[src/rtl/calc_pkg.sv]
`default_nettype none
// =============================================================================
// Module   : calc_pkg
// Purpose  : State/operator codes, PS/2 key codes and 7-segment glyphs shared
//            by the calculator datapath.
// Revision : 1.0 - initial release
// =============================================================================
package calc_pkg;

  typedef enum logic [2:0] {
    ST_A_TENS     = 3'b000,
    ST_A_ONES     = 3'b001,
    ST_OP         = 3'b010,
    ST_B_TENS     = 3'b011,
    ST_B_ONES     = 3'b100,
    ST_WAIT_ENTER = 3'b101,
    ST_SHOW       = 3'b110
  } calc_state_e;

  typedef enum logic [1:0] {
    OP_ADD = 2'b00,
    OP_SUB = 2'b01,
    OP_MUL = 2'b10
  } calc_op_e;

  typedef enum logic [1:0] {
    PH_IDLE = 2'd0,
    PH_LOAD = 2'd1,
    PH_MUL  = 2'd2,
    PH_BCD  = 2'd3
  } calc_phase_e;

  localparam logic [8:0] KEY_ENTER = 9'h05A;
  localparam logic [8:0] KEY_0     = 9'h070;
  localparam logic [8:0] KEY_1     = 9'h069;
  localparam logic [8:0] KEY_2     = 9'h072;
  localparam logic [8:0] KEY_3     = 9'h07A;
  localparam logic [8:0] KEY_4     = 9'h06B;
  localparam logic [8:0] KEY_5     = 9'h073;
  localparam logic [8:0] KEY_6     = 9'h074;
  localparam logic [8:0] KEY_7     = 9'h06C;
  localparam logic [8:0] KEY_8     = 9'h075;
  localparam logic [8:0] KEY_9     = 9'h07D;

  // Active-low {dp,g,f,e,d,c,b,a}
  localparam logic [7:0] SEG_0     = 8'hC0;
  localparam logic [7:0] SEG_1     = 8'hF9;
  localparam logic [7:0] SEG_2     = 8'hA4;
  localparam logic [7:0] SEG_3     = 8'hB0;
  localparam logic [7:0] SEG_4     = 8'h99;
  localparam logic [7:0] SEG_5     = 8'h92;
  localparam logic [7:0] SEG_6     = 8'h82;
  localparam logic [7:0] SEG_7     = 8'hF8;
  localparam logic [7:0] SEG_8     = 8'h80;
  localparam logic [7:0] SEG_9     = 8'h90;
  localparam logic [7:0] SEG_PLUS  = 8'hB9;
  localparam logic [7:0] SEG_MINUS = 8'hBF;
  localparam logic [7:0] SEG_TIMES = 8'h89;
  localparam logic [7:0] SEG_BLANK = 8'hFF;

  // Returns {is_digit, value}
  function automatic logic [4:0] decode_digit(input logic [8:0] code);
    logic [4:0] r;
    case (code)
      KEY_0:   r = {1'b1, 4'd0};
      KEY_1:   r = {1'b1, 4'd1};
      KEY_2:   r = {1'b1, 4'd2};
      KEY_3:   r = {1'b1, 4'd3};
      KEY_4:   r = {1'b1, 4'd4};
      KEY_5:   r = {1'b1, 4'd5};
      KEY_6:   r = {1'b1, 4'd6};
      KEY_7:   r = {1'b1, 4'd7};
      KEY_8:   r = {1'b1, 4'd8};
      KEY_9:   r = {1'b1, 4'd9};
      default: r = 5'd0;
    endcase
    return r;
  endfunction

  function automatic logic [7:0] seg_of_digit(input logic [3:0] d);
    logic [7:0] r;
    case (d)
      4'd0:    r = SEG_0;
      4'd1:    r = SEG_1;
      4'd2:    r = SEG_2;
      4'd3:    r = SEG_3;
      4'd4:    r = SEG_4;
      4'd5:    r = SEG_5;
      4'd6:    r = SEG_6;
      4'd7:    r = SEG_7;
      4'd8:    r = SEG_8;
      4'd9:    r = SEG_9;
      default: r = SEG_BLANK;
    endcase
    return r;
  endfunction

  function automatic logic [6:0] to_binary(input logic [3:0] tens, input logic [3:0] ones);
    return 7'(tens) * 7'd10 + 7'(ones);
  endfunction

endpackage
`default_nettype wire

[src/rtl/calc_datapath_bin2bcd.sv]
`default_nettype none
// =============================================================================
// Module   : bin2bcd
// Purpose  : Sequential double-dabble, 14-bit binary to 4 BCD digits in
//            14 cycles from start; done pulses with the final digits.
// Revision : 1.0 - initial release
// =============================================================================
module bin2bcd (
  input  logic        clk,
  input  logic        reset,
  input  logic        clear,
  input  logic        start,
  input  logic [13:0] bin,
  output logic [15:0] bcd,
  output logic        done
);

  logic [29:0] shift_q;
  logic [3:0]  count_q;
  logic        active_q;
  logic        done_q;

  function automatic logic [29:0] dd_step(input logic [29:0] s);
    logic [29:0] t;
    t = s;
    for (int d = 0; d < 4; d++) begin
      if (t[14 + 4*d +: 4] >= 4'd5)
        t[14 + 4*d +: 4] = t[14 + 4*d +: 4] + 4'd3;
    end
    return t << 1;
  endfunction

  // The load cycle doubles as the first iteration: with an all-zero BCD
  // field no digit needs correcting, so it is a plain shift.
  always_ff @(posedge clk or negedge reset) begin
    if (!reset) begin
      shift_q  <= '0;
      count_q  <= '0;
      active_q <= 1'b0;
      done_q   <= 1'b0;
    end else begin
      done_q <= 1'b0;
      if (clear) begin
        shift_q  <= '0;
        count_q  <= '0;
        active_q <= 1'b0;
      end else if (start) begin
        shift_q  <= {15'd0, bin, 1'b0};
        count_q  <= 4'd13;
        active_q <= 1'b1;
      end else if (active_q) begin
        shift_q <= dd_step(shift_q);
        count_q <= count_q - 4'd1;
        if (count_q == 4'd1) begin
          active_q <= 1'b0;
          done_q   <= 1'b1;
        end
      end
    end
  end

  assign bcd  = shift_q[29:14];
  assign done = done_q;

endmodule
`default_nettype wire

[src/rtl/calc_datapath.sv]
`default_nettype none
// =============================================================================
// Module   : calc_datapath
// Purpose  : Two-digit calculator operand capture, 22-cycle arithmetic engine
//            and multiplexed 4-digit 7-segment display.
//            Define CALC_LEADING_ZERO_BLANK_EN to blank leading zero digits.
// Revision : 1.0 - initial release
// =============================================================================
module calc_datapath
  import calc_pkg::*;
#(
  parameter int SCAN_BITS = 17
) (
  input  logic       clk,
  input  logic       reset,
  input  logic [8:0] last_change,
  input  logic       key_down,
  input  logic [2:0] state,
  input  logic [1:0] intro,
  output logic [3:0] ssd_ctl,
  output logic [7:0] display,
  output logic       busy
);

  logic [3:0]  a_tens, a_ones, b_tens, b_ones;
  logic [6:0]  snap_a, snap_b;
  logic [1:0]  snap_op;
  logic [2:0]  prev_state;
  calc_phase_e phase, phase_next;
  logic [2:0]  mul_cnt;
  logic [13:0] prod, mcand, prod_step;
  logic [6:0]  mplier;
  logic        calc_neg;
  logic [15:0] res_bcd;
  logic        res_neg;
  logic [SCAN_BITS-1:0] scan_cnt;

  logic [4:0]  key_info;
  logic        digit_valid;
  logic [3:0]  digit_val;
  logic        enter;
  logic        abort;
  logic        bcd_start;
  logic        bcd_done;
  logic [15:0] bcd_out;

  assign key_info    = decode_digit(last_change);
  assign digit_valid = key_info[4];
  assign digit_val   = key_info[3:0];
  assign enter       = key_down && (last_change == KEY_ENTER) &&
                       (state == ST_WAIT_ENTER) && (phase == PH_IDLE);
  assign abort       = (prev_state == ST_SHOW) && (state == ST_A_TENS);
  assign busy        = (phase != PH_IDLE);
  assign prod_step   = mplier[0] ? prod + mcand : prod;
  assign bcd_start   = (phase == PH_MUL) && (mul_cnt == 3'd6);

  always_ff @(posedge clk or negedge reset) begin
    if (!reset) phase <= PH_IDLE;
    else        phase <= phase_next;
  end

  // 1 load + 7 shift-add + 14 conversion cycles regardless of operator
  always_comb begin
    phase_next = phase;
    if (abort) begin
      phase_next = PH_IDLE;
    end else begin
      case (phase)
        PH_IDLE: if (enter) phase_next = PH_LOAD;
        PH_LOAD: phase_next = PH_MUL;
        PH_MUL:  if (mul_cnt == 3'd6) phase_next = PH_BCD;
        PH_BCD:  if (bcd_done) phase_next = PH_IDLE;
        default: phase_next = PH_IDLE;
      endcase
    end
  end

  always_ff @(posedge clk or negedge reset) begin
    if (!reset) begin
      a_tens     <= '0;
      a_ones     <= '0;
      b_tens     <= '0;
      b_ones     <= '0;
      snap_a     <= '0;
      snap_b     <= '0;
      snap_op    <= '0;
      prev_state <= '0;
      mul_cnt    <= '0;
      prod       <= '0;
      mcand      <= '0;
      mplier     <= '0;
      calc_neg   <= 1'b0;
      res_bcd    <= '0;
      res_neg    <= 1'b0;
      scan_cnt   <= '0;
    end else begin
      prev_state <= state;
      scan_cnt   <= scan_cnt + 1'b1;
      if (abort) begin
        a_tens   <= '0;
        a_ones   <= '0;
        b_tens   <= '0;
        b_ones   <= '0;
        snap_a   <= '0;
        snap_b   <= '0;
        snap_op  <= '0;
        mul_cnt  <= '0;
        prod     <= '0;
        mcand    <= '0;
        mplier   <= '0;
        calc_neg <= 1'b0;
        res_bcd  <= '0;
        res_neg  <= 1'b0;
      end else begin
        if (key_down && digit_valid) begin
          case (state)
            ST_A_TENS: a_tens <= digit_val;
            ST_A_ONES: a_ones <= digit_val;
            ST_B_TENS: b_tens <= digit_val;
            ST_B_ONES: b_ones <= digit_val;
            default: ;
          endcase
        end
        if (enter) begin
          snap_a  <= to_binary(a_tens, a_ones);
          snap_b  <= to_binary(b_tens, b_ones);
          snap_op <= intro;
        end
        case (phase)
          PH_LOAD: begin
            mul_cnt  <= '0;
            mcand    <= 14'(snap_a);
            calc_neg <= 1'b0;
            mplier   <= '0;
            case (snap_op)
              OP_ADD: prod <= 14'(snap_a) + 14'(snap_b);
              OP_SUB: begin
                if (snap_a < snap_b) begin
                  prod     <= 14'(snap_b - snap_a);
                  calc_neg <= 1'b1;
                end else begin
                  prod <= 14'(snap_a - snap_b);
                end
              end
              default: begin
                prod   <= '0;
                mplier <= snap_b;
              end
            endcase
          end
          PH_MUL: begin
            mul_cnt <= mul_cnt + 3'd1;
            prod    <= prod_step;
            mcand   <= mcand << 1;
            mplier  <= mplier >> 1;
          end
          PH_BCD: begin
            if (bcd_done) begin
              res_bcd <= bcd_out;
              res_neg <= calc_neg;
            end
          end
          default: ;
        endcase
      end
    end
  end

  // The final shift-add result goes straight into the converter so that
  // conversion overlaps the last multiply step.
  bin2bcd u_bin2bcd (
    .clk   (clk),
    .reset (reset),
    .clear (abort),
    .start (bcd_start),
    .bin   (prod_step),
    .bcd   (bcd_out),
    .done  (bcd_done)
  );

  logic [1:0]       sel, pos;
  logic [3:0][3:0]  dig;
  logic             has_glyph;
  logic [7:0]       lead_glyph;
  logic [3:0]       blank;
  logic [7:0]       seg;
`ifdef CALC_LEADING_ZERO_BLANK_EN
  logic             lead_zero;
`endif

  assign sel     = scan_cnt[SCAN_BITS-1 -: 2];
  assign pos     = 2'd3 - sel;
  assign ssd_ctl = ~(4'b1000 >> sel);

  always_comb begin
    dig        = '0;
    has_glyph  = 1'b0;
    lead_glyph = SEG_BLANK;
    blank      = 4'b0000;
    case (state)
      ST_A_TENS, ST_A_ONES: dig[1:0] = {a_tens, a_ones};
      ST_OP: begin
        dig[1:0]  = {a_tens, a_ones};
        has_glyph = 1'b1;
        case (intro)
          OP_ADD:  lead_glyph = SEG_PLUS;
          OP_SUB:  lead_glyph = SEG_MINUS;
          OP_MUL:  lead_glyph = SEG_TIMES;
          default: lead_glyph = SEG_BLANK;
        endcase
      end
      ST_B_TENS, ST_B_ONES, ST_WAIT_ENTER: dig[1:0] = {b_tens, b_ones};
      default: begin
        dig = res_bcd;
        if (res_neg) begin
          has_glyph  = 1'b1;
          lead_glyph = SEG_MINUS;
        end
      end
    endcase
`ifdef CALC_LEADING_ZERO_BLANK_EN
    // Zero run starts at the highest numeric digit; digit 0 is never blanked
    lead_zero = 1'b1;
    for (int i = 3; i >= 1; i--) begin
      if (!(i == 3 && has_glyph)) begin
        lead_zero = lead_zero && (dig[i] == 4'd0);
        blank[i]  = lead_zero;
      end
    end
`endif
    if (pos == 2'd3 && has_glyph) seg = lead_glyph;
    else if (blank[pos])          seg = SEG_BLANK;
    else                          seg = seg_of_digit(dig[pos]);
  end

  assign display = reset ? seg : SEG_BLANK;

endmodule
`default_nettype wire

[config.mk]
export PLATFORM = sky130hd
export DESIGN_NAME = calc_datapath
export DESIGN_NICKNAME = d
export VERILOG_FILES = /design/src/rtl/calc_pkg.sv /design/src/rtl/calc_datapath_bin2bcd.sv /design/src/rtl/calc_datapath.sv
export SDC_FILE = /design/constraint.sdc
export NUM_CORES = 1
export LEC_CHECK = 0
export CORE_MARGIN = 4
export CORE_UTILIZATION = 65
export CTS_BUF_LIST = sky130_fd_sc_hd__clkbuf_2 sky130_fd_sc_hd__clkbuf_4 sky130_fd_sc_hd__clkbuf_8
export DETAILED_ROUTE_END_ITERATION = 7
export HOLD_SLACK_MARGIN = 0.05
export PLACE_DENSITY_LB_ADDON = 0.3
export SLEW_MARGIN = 25
export SYNTH_ARGS = -nofsm -noshare
export SYNTH_HDL_FRONTEND = slang
export SYNTH_HIERARCHICAL = 1
export SYNTH_SLANG_ARGS = --single-unit
export TNS_END_PERCENT = 100
[constraint.sdc]
create_clock -name clk -period 5.6 [get_ports clk]
set_input_delay 0.56 -clock clk [delete_from_list [all_inputs] [get_ports clk]]
set_output_delay 0.56 -clock clk [all_outputs]
set_load 0.02 [all_outputs]
======== After elaboration in Yosys (flattened, before gate mapping) ========
Memories as Yosys holds them, arrays and structs flattened.
Index checks and enable logic that the tools add are counted.
W data, S select, Z words.
storage, ports and cells
  flip-flop bits (word level) ............. 146
  word-level logic and storage cells ...... 187
  memory bits (read-only) ................. 112
  bits of input ports ..................... 17
  output and inout port bits .............. 13
  memories ................................ 1
memory list
  name             words  bits a word  read ports  clocked after Yosys merged registers in  wr ports  RTL line        text
  (no name shown)  16     7            1           0                                        0         calc_pkg.sv:82  case (d)
cells by class
  multipliers ............................. 2
  magnitude comparators ................... 6
  add/sub/neg operators ................... 14
  reduce and logical (&&, ||, !) cells .... 34
  multiplexer cells ....................... 78
  bitwise logic cells ..................... 1
  shift-type cells ........................ 1
  equal/unequal tests ..................... 29
operators with widths
  cell                     count
  $eq A9 B7 Y1 const B     11
  $mux W30                 3
  $pmux W14 S2             3
  $mux W4                  19
  $mux W14                 4
  $pmux W5 S10             1
  $mux W7                  7
  $mux W16                 3
  $mux W8                  4
  $pmux W7 S2              2
  $pmux W7 S3              1
  $reduce_bool A2 Y1       10
  $add A17 B1 Y17 const B  1
  $mux W1                  17
  $ge A4 B3 Y1 const B     4
  $pmux W8 S2              1
  $sub A7 B7 Y8            2
  $add A14 B14 Y14         1
  $add A7 B4 Y7            2
  $add A4 B2 Y4 const B    3
  $eq A3 B3 Y1 const B     4
  $mul A4 B3 Y6 const B    2
  $mux W2                  6
  $reduce_and A2 Y1        5
  other kinds (31)         49

======== Logic depth before layout (Yosys ltp) ========
An unclocked memory read counts as a cell.
  depth after elaboration ................. 9
  mapped depth ............................ 12
  depth with buffers taken out ............ 11

======== Hierarchy ========
The synthesis kept the hierarchy.
modules (own cells, without submodules)
  module         sequential area each (um^2)  instances  cells an instance  area each (um^2)
  calc_datapath  2752.6                       1          866                7748.7
  bin2bcd        875.8                        1          200                1999.4

======== Worst setup path before layout ========
No wires, ideal clock.
  path type ............................... input-to-output
  from .................................... input port state[2]
  to ...................................... output port display[5]
  stages .................................. 9
  buffers on the path ..................... 1
  data arrival time ....................... 2.460 ns
  path slack .............................. 2.580 ns
  required time ........................... 5.040 ns
  cell sequence ........................... buf_6 -> inv_2 -> mux2_4 -> o221a_4 -> nor3_4 -> inv_1 -> ha_1 -> o31a_1 -> a21o_1
between the ends
  word-level cells in the longest chain between the ends .. 9
  elaborated cells on any way between the ends .. 21
  those cells by class .................... eq/ne: 5; mux: 9; reduce/logical: 6; memory: 1
RTL lines
  item                                            RTL line              text
  from (decl)                                     calc_datapath.sv:18   input logic [2:0] state,
  $eq A3 B3 Y1, or another cell as far along      calc_datapath.sv:200  case (state)
  $reduce_or A3 Y1, or another cell as far along  calc_datapath.sv:200
  $pmux W8 S2 or $mux W8 (tied branches)          calc_datapath.sv:200
  $bmux W4 S2                                     calc_datapath.sv:233  else seg = seg_of_digit(dig[pos]);
  $mux W4 (implied by the code)                   calc_datapath.sv:233
  $mem_v2 Z16 W7                                  -
  $mux W8                                         calc_datapath.sv:232  else if (blank[pos]) seg = SEG_BLANK;
  $mux W8 (*)                                     calc_datapath.sv:231  if (pos == 2'd3 && has_glyph) seg = lead_glyph;
  $mux W8 (*)                                     calc_datapath.sv:236  assign display = reset ? seg : SEG_BLANK;
  to (decl)                                       calc_datapath.sv:21   output logic [7:0] display,
Mark *: on every way between the ends. The rest lies on a longest branch, timed or not. The select of a mux whose other input is x is not followed.

======== Worst setup path in the final report ========
  from .................................... input port state[1]
  to ...................................... output port display[5]
The elaborated chain is that of the path after synthesis.

==> results_dict.tcl <==
set metrics [dict create \
    die_h_um 130 \
    path_clk_slew_ns 0.08 \
    period_share 0.797 \
    overflow 0 \
    ys.flop_type "dfrtp_1" \
    path_max_fanout 17 \
    gp_congestion 0.948 \
    worstReg2RegEnd "prod[1]" \
    synth-seq-cells 145 \
    period_needed_ns 4.47 \
    die_x_um 130 \
    rr_startpoint "snap_b[1]" \
    rsz0062_at_grt "no" \
    cts_buffers 17 \
    grt_pass1_wl_um 36900 \
    crit_path_max_incr_delay_ns 0.84 \
    place_area_um2 9930 \
    syn_to_final_growth_pct 6.19 \
    relSlewSlack 0.362 \
    synth-async-reset-ratio 1.00 \
    die_area_um2 17000 \
    reg2reg_depth 8 \
    ir_drop_v 0.000322 \
    synth.largest_area_cell "dfrtp_1" \
    crit_chain "clkdlybuf4s50_1 -> nand2_1 -> o221ai_1 -> a21oi_1 -> nor3_2 -> inv_1 -> ha_1 -> o31a_1 -> a21o_1 -> clkdlybuf4s50_1" \
    design_area_um2 10400 \
    antenna_cells 0 \
    drv_cap 0 \
    drt_first_pass_iters 7 \
    htree_levels 4 \
    critical_path_class "primary input to output pin" \
    hold_viol 0 \
    ys_warn_count 6 \
    synth_common_cells "145 x dfrtp_1, 103 x nand2_1, 95 x nor2_1, 85 x a21oi_1, 73 x inv_1" \
    wl_per_cell_um 17.5 \
    crit_slowest_cell "clkdlybuf4s50_1" \
    yosysSeqAreaShare 0.372 \
    ant_nets 0 \
    drtIter0Drc 644 \
    hpwl_um 15500 \
    initial_utilization 0.668 \
    startpoint_type "primary input" \
    yosys-top-cells-area "dfrtp_1 37%, ha_1 8.5%, mux2i_1 5.3%" \
    core_um2 14600 \
    synth_edf_count 0 \
    status "complete, no violations" \
    syn_inst 1066 \
    routed_wl_um 21800 \
    power_mw 3.64 \
    cts_tree "done" \
    synth_area_per_cell_um2 9.14 \
    grt_max_degree 90 \
    drc 0 \
    insertion_delay_ns 0.46 \
    slew_violations 0 \
    crit_required_ns 5.04 \
    root_buffer "clkbuf_8" \
    post-synth-top-count-cell "dfrtp_1" \
    cts-resized-gates 0 \
    end_kind "output pin" \
    avgViaCountPerCell 6.12 \
    cts_sinks 145 \
    hold_path_class "primary input to asynchronous set/reset pin" \
    fin_skew_ns 0.0190 \
    synth_top_area_share 0.372 \
    r2r_slack_ns 2.60 \
    rows 44 \
    grt_pass1_vias 7540 \
    final_layout_size_suffix_gt1_frac 0.0838 \
    fmax_ghz 0.224 \
    nNetsFinal 1140 \
    p_per_area_nw_per_um2 352 \
    antenna_found_initial 0 \
    grt_usage 0.270 \
    tns_ns 0 \
    cp.arrival_ns 3.91 \
    port_buffers 28 \
    ys_types 83 \
    mappedNetlistArea_um2 9750 \
    io_pins 30 \
    worst_slew_pin_slew_ns 0.951 \
    n_fill_cell 1120 \
    vias 7627 \
    clock_path_buffers 2 \
    crit_top_cell "clkdlybuf4s50_1" \
    setup_viol 0 \
    synth.net_count 1157 \
    cts_setup_buffers 0 \
    hold_buffers 0 \
    total_leakage_power_nw 4.76 \
]
-- through the flow --
stage	util	setup WS, ns	hold WS (ns)	std cells
finish	0.710	1.13	0.147	1246
global route	0.710	0.943	0.223	1246
CTS	0.710	1.18	0.188	1246
detailed placement	0.681	1.24	0.454	1214
global placement	0.681	1.26	0.450	1214
floorplan	-	2.58	0.264	1066
-- sequential cells by signal, indices dropped and copies added (netlist names), 7 cells and up --
name and cells:
u_bin2bcd/shift_q 29, scan_cnt 17, res_bcd 16, mcand 14, prod 14, mplier 7, snap_a 7, snap_b 7
-- per-layer routing --
layer,global-route usage,wire length (um),share of wire
met3,0.0569,972,0.045
met4,0.0907,527,0.024
met5,0,0,0
met1,0.373,10200,0.47
met2,0.429,10100,0.46
-- cell families (layout without fill, tap and decap cells) --
logic type,after synthesis,in the layout,synth area share
AOI/OAI and AO/OA,250,250,0.172
DFF,145,145,0.372
muxes,70,70,0.0746
buffers and inverters,146,142,0.0694
xor gates and xnor gates,54,54,0.0485
adders and majority gates,74,74,0.101
and+or+nand+nor,326,326,0.161
other,1,1,0.000385
-- worst max path at each step --
stage | from | endpoint
4_1_cts | state[1] | display[5]
3_3_place_gp | state[2] | display[5]
6_report | state[1] | display[5]
2_1_floorplan | state[2] | display[5]
5_1_grt | state[1] | display[5]
3_5_place_dp | state[1] | display[5]
-- final cells by class --
| cell class | instances | area [um^2] | area share |
|---|---|---|---|
| Clock inverter | 13 | 161 | 0.0156 |
| Timing Repair Buffer | 36 | 342 | 0.0330 |
| Multi-Input combinational cell | 775 | 5450 | 0.527 |
| Clock buffer | 19 | 262 | 0.0253 |
| Tap cell | 184 | 230 | 0.0222 |
| Inverter | 74 | 278 | 0.0268 |
| Sequential cell | 145 | 3630 | 0.351 |
-- worst max-delay path, delay by kind of cell --
kind                     cells  cell delay, ns
buffers and inverters        3            1.46
adder cells (fa/ha/maj)      1            0.21
AND/OR/NAND/NOR              2            0.78
AO/OA/AOI/OAI                4            0.89
-- layout by cell type (no fill, tap or decap), types with 7 or more instances in the layout --
cell type | netlist | routed
a21o_1 | 11 | 11
a21oi_1 | 85 | 85
a22o_1 | 13 | 13
a22oi_1 | 7 | 7
and2_1 | 7 | 7
and3_1 | 9 | 9
buf_4 | 19 | 8
clkbuf_8 | 0 | 19
clkdlybuf4s50_1 | 0 | 27
dfrtp_1 | 145 | 145
fa_1 | 8 | 8
ha_1 | 66 | 66
inv_1 | 73 | 72
mux2_2 | 16 | 16
mux2i_1 | 52 | 52
nand2_1 | 103 | 103
nand2b_1 | 9 | 9
nand3_1 | 33 | 33
nor2_1 | 95 | 94
nor2b_1 | 13 | 13
nor3_1 | 18 | 17
nor3b_1 | 8 | 8
o211ai_1 | 7 | 7
o21ai_0 | 43 | 43
o221ai_1 | 7 | 7
o22ai_1 | 11 | 11
xnor2_1 | 38 | 38
xor2_1 | 16 | 16
-- where the power goes --
group / switching (mW) / total, mW / internal [mW]
Combinational: 0.741 / 1.27 / 0.532
Sequential: 0.215 / 1.48 / 1.27
Clock: 0.449 / 0.886 / 0.436
Power figures use the tool's default switching activity.
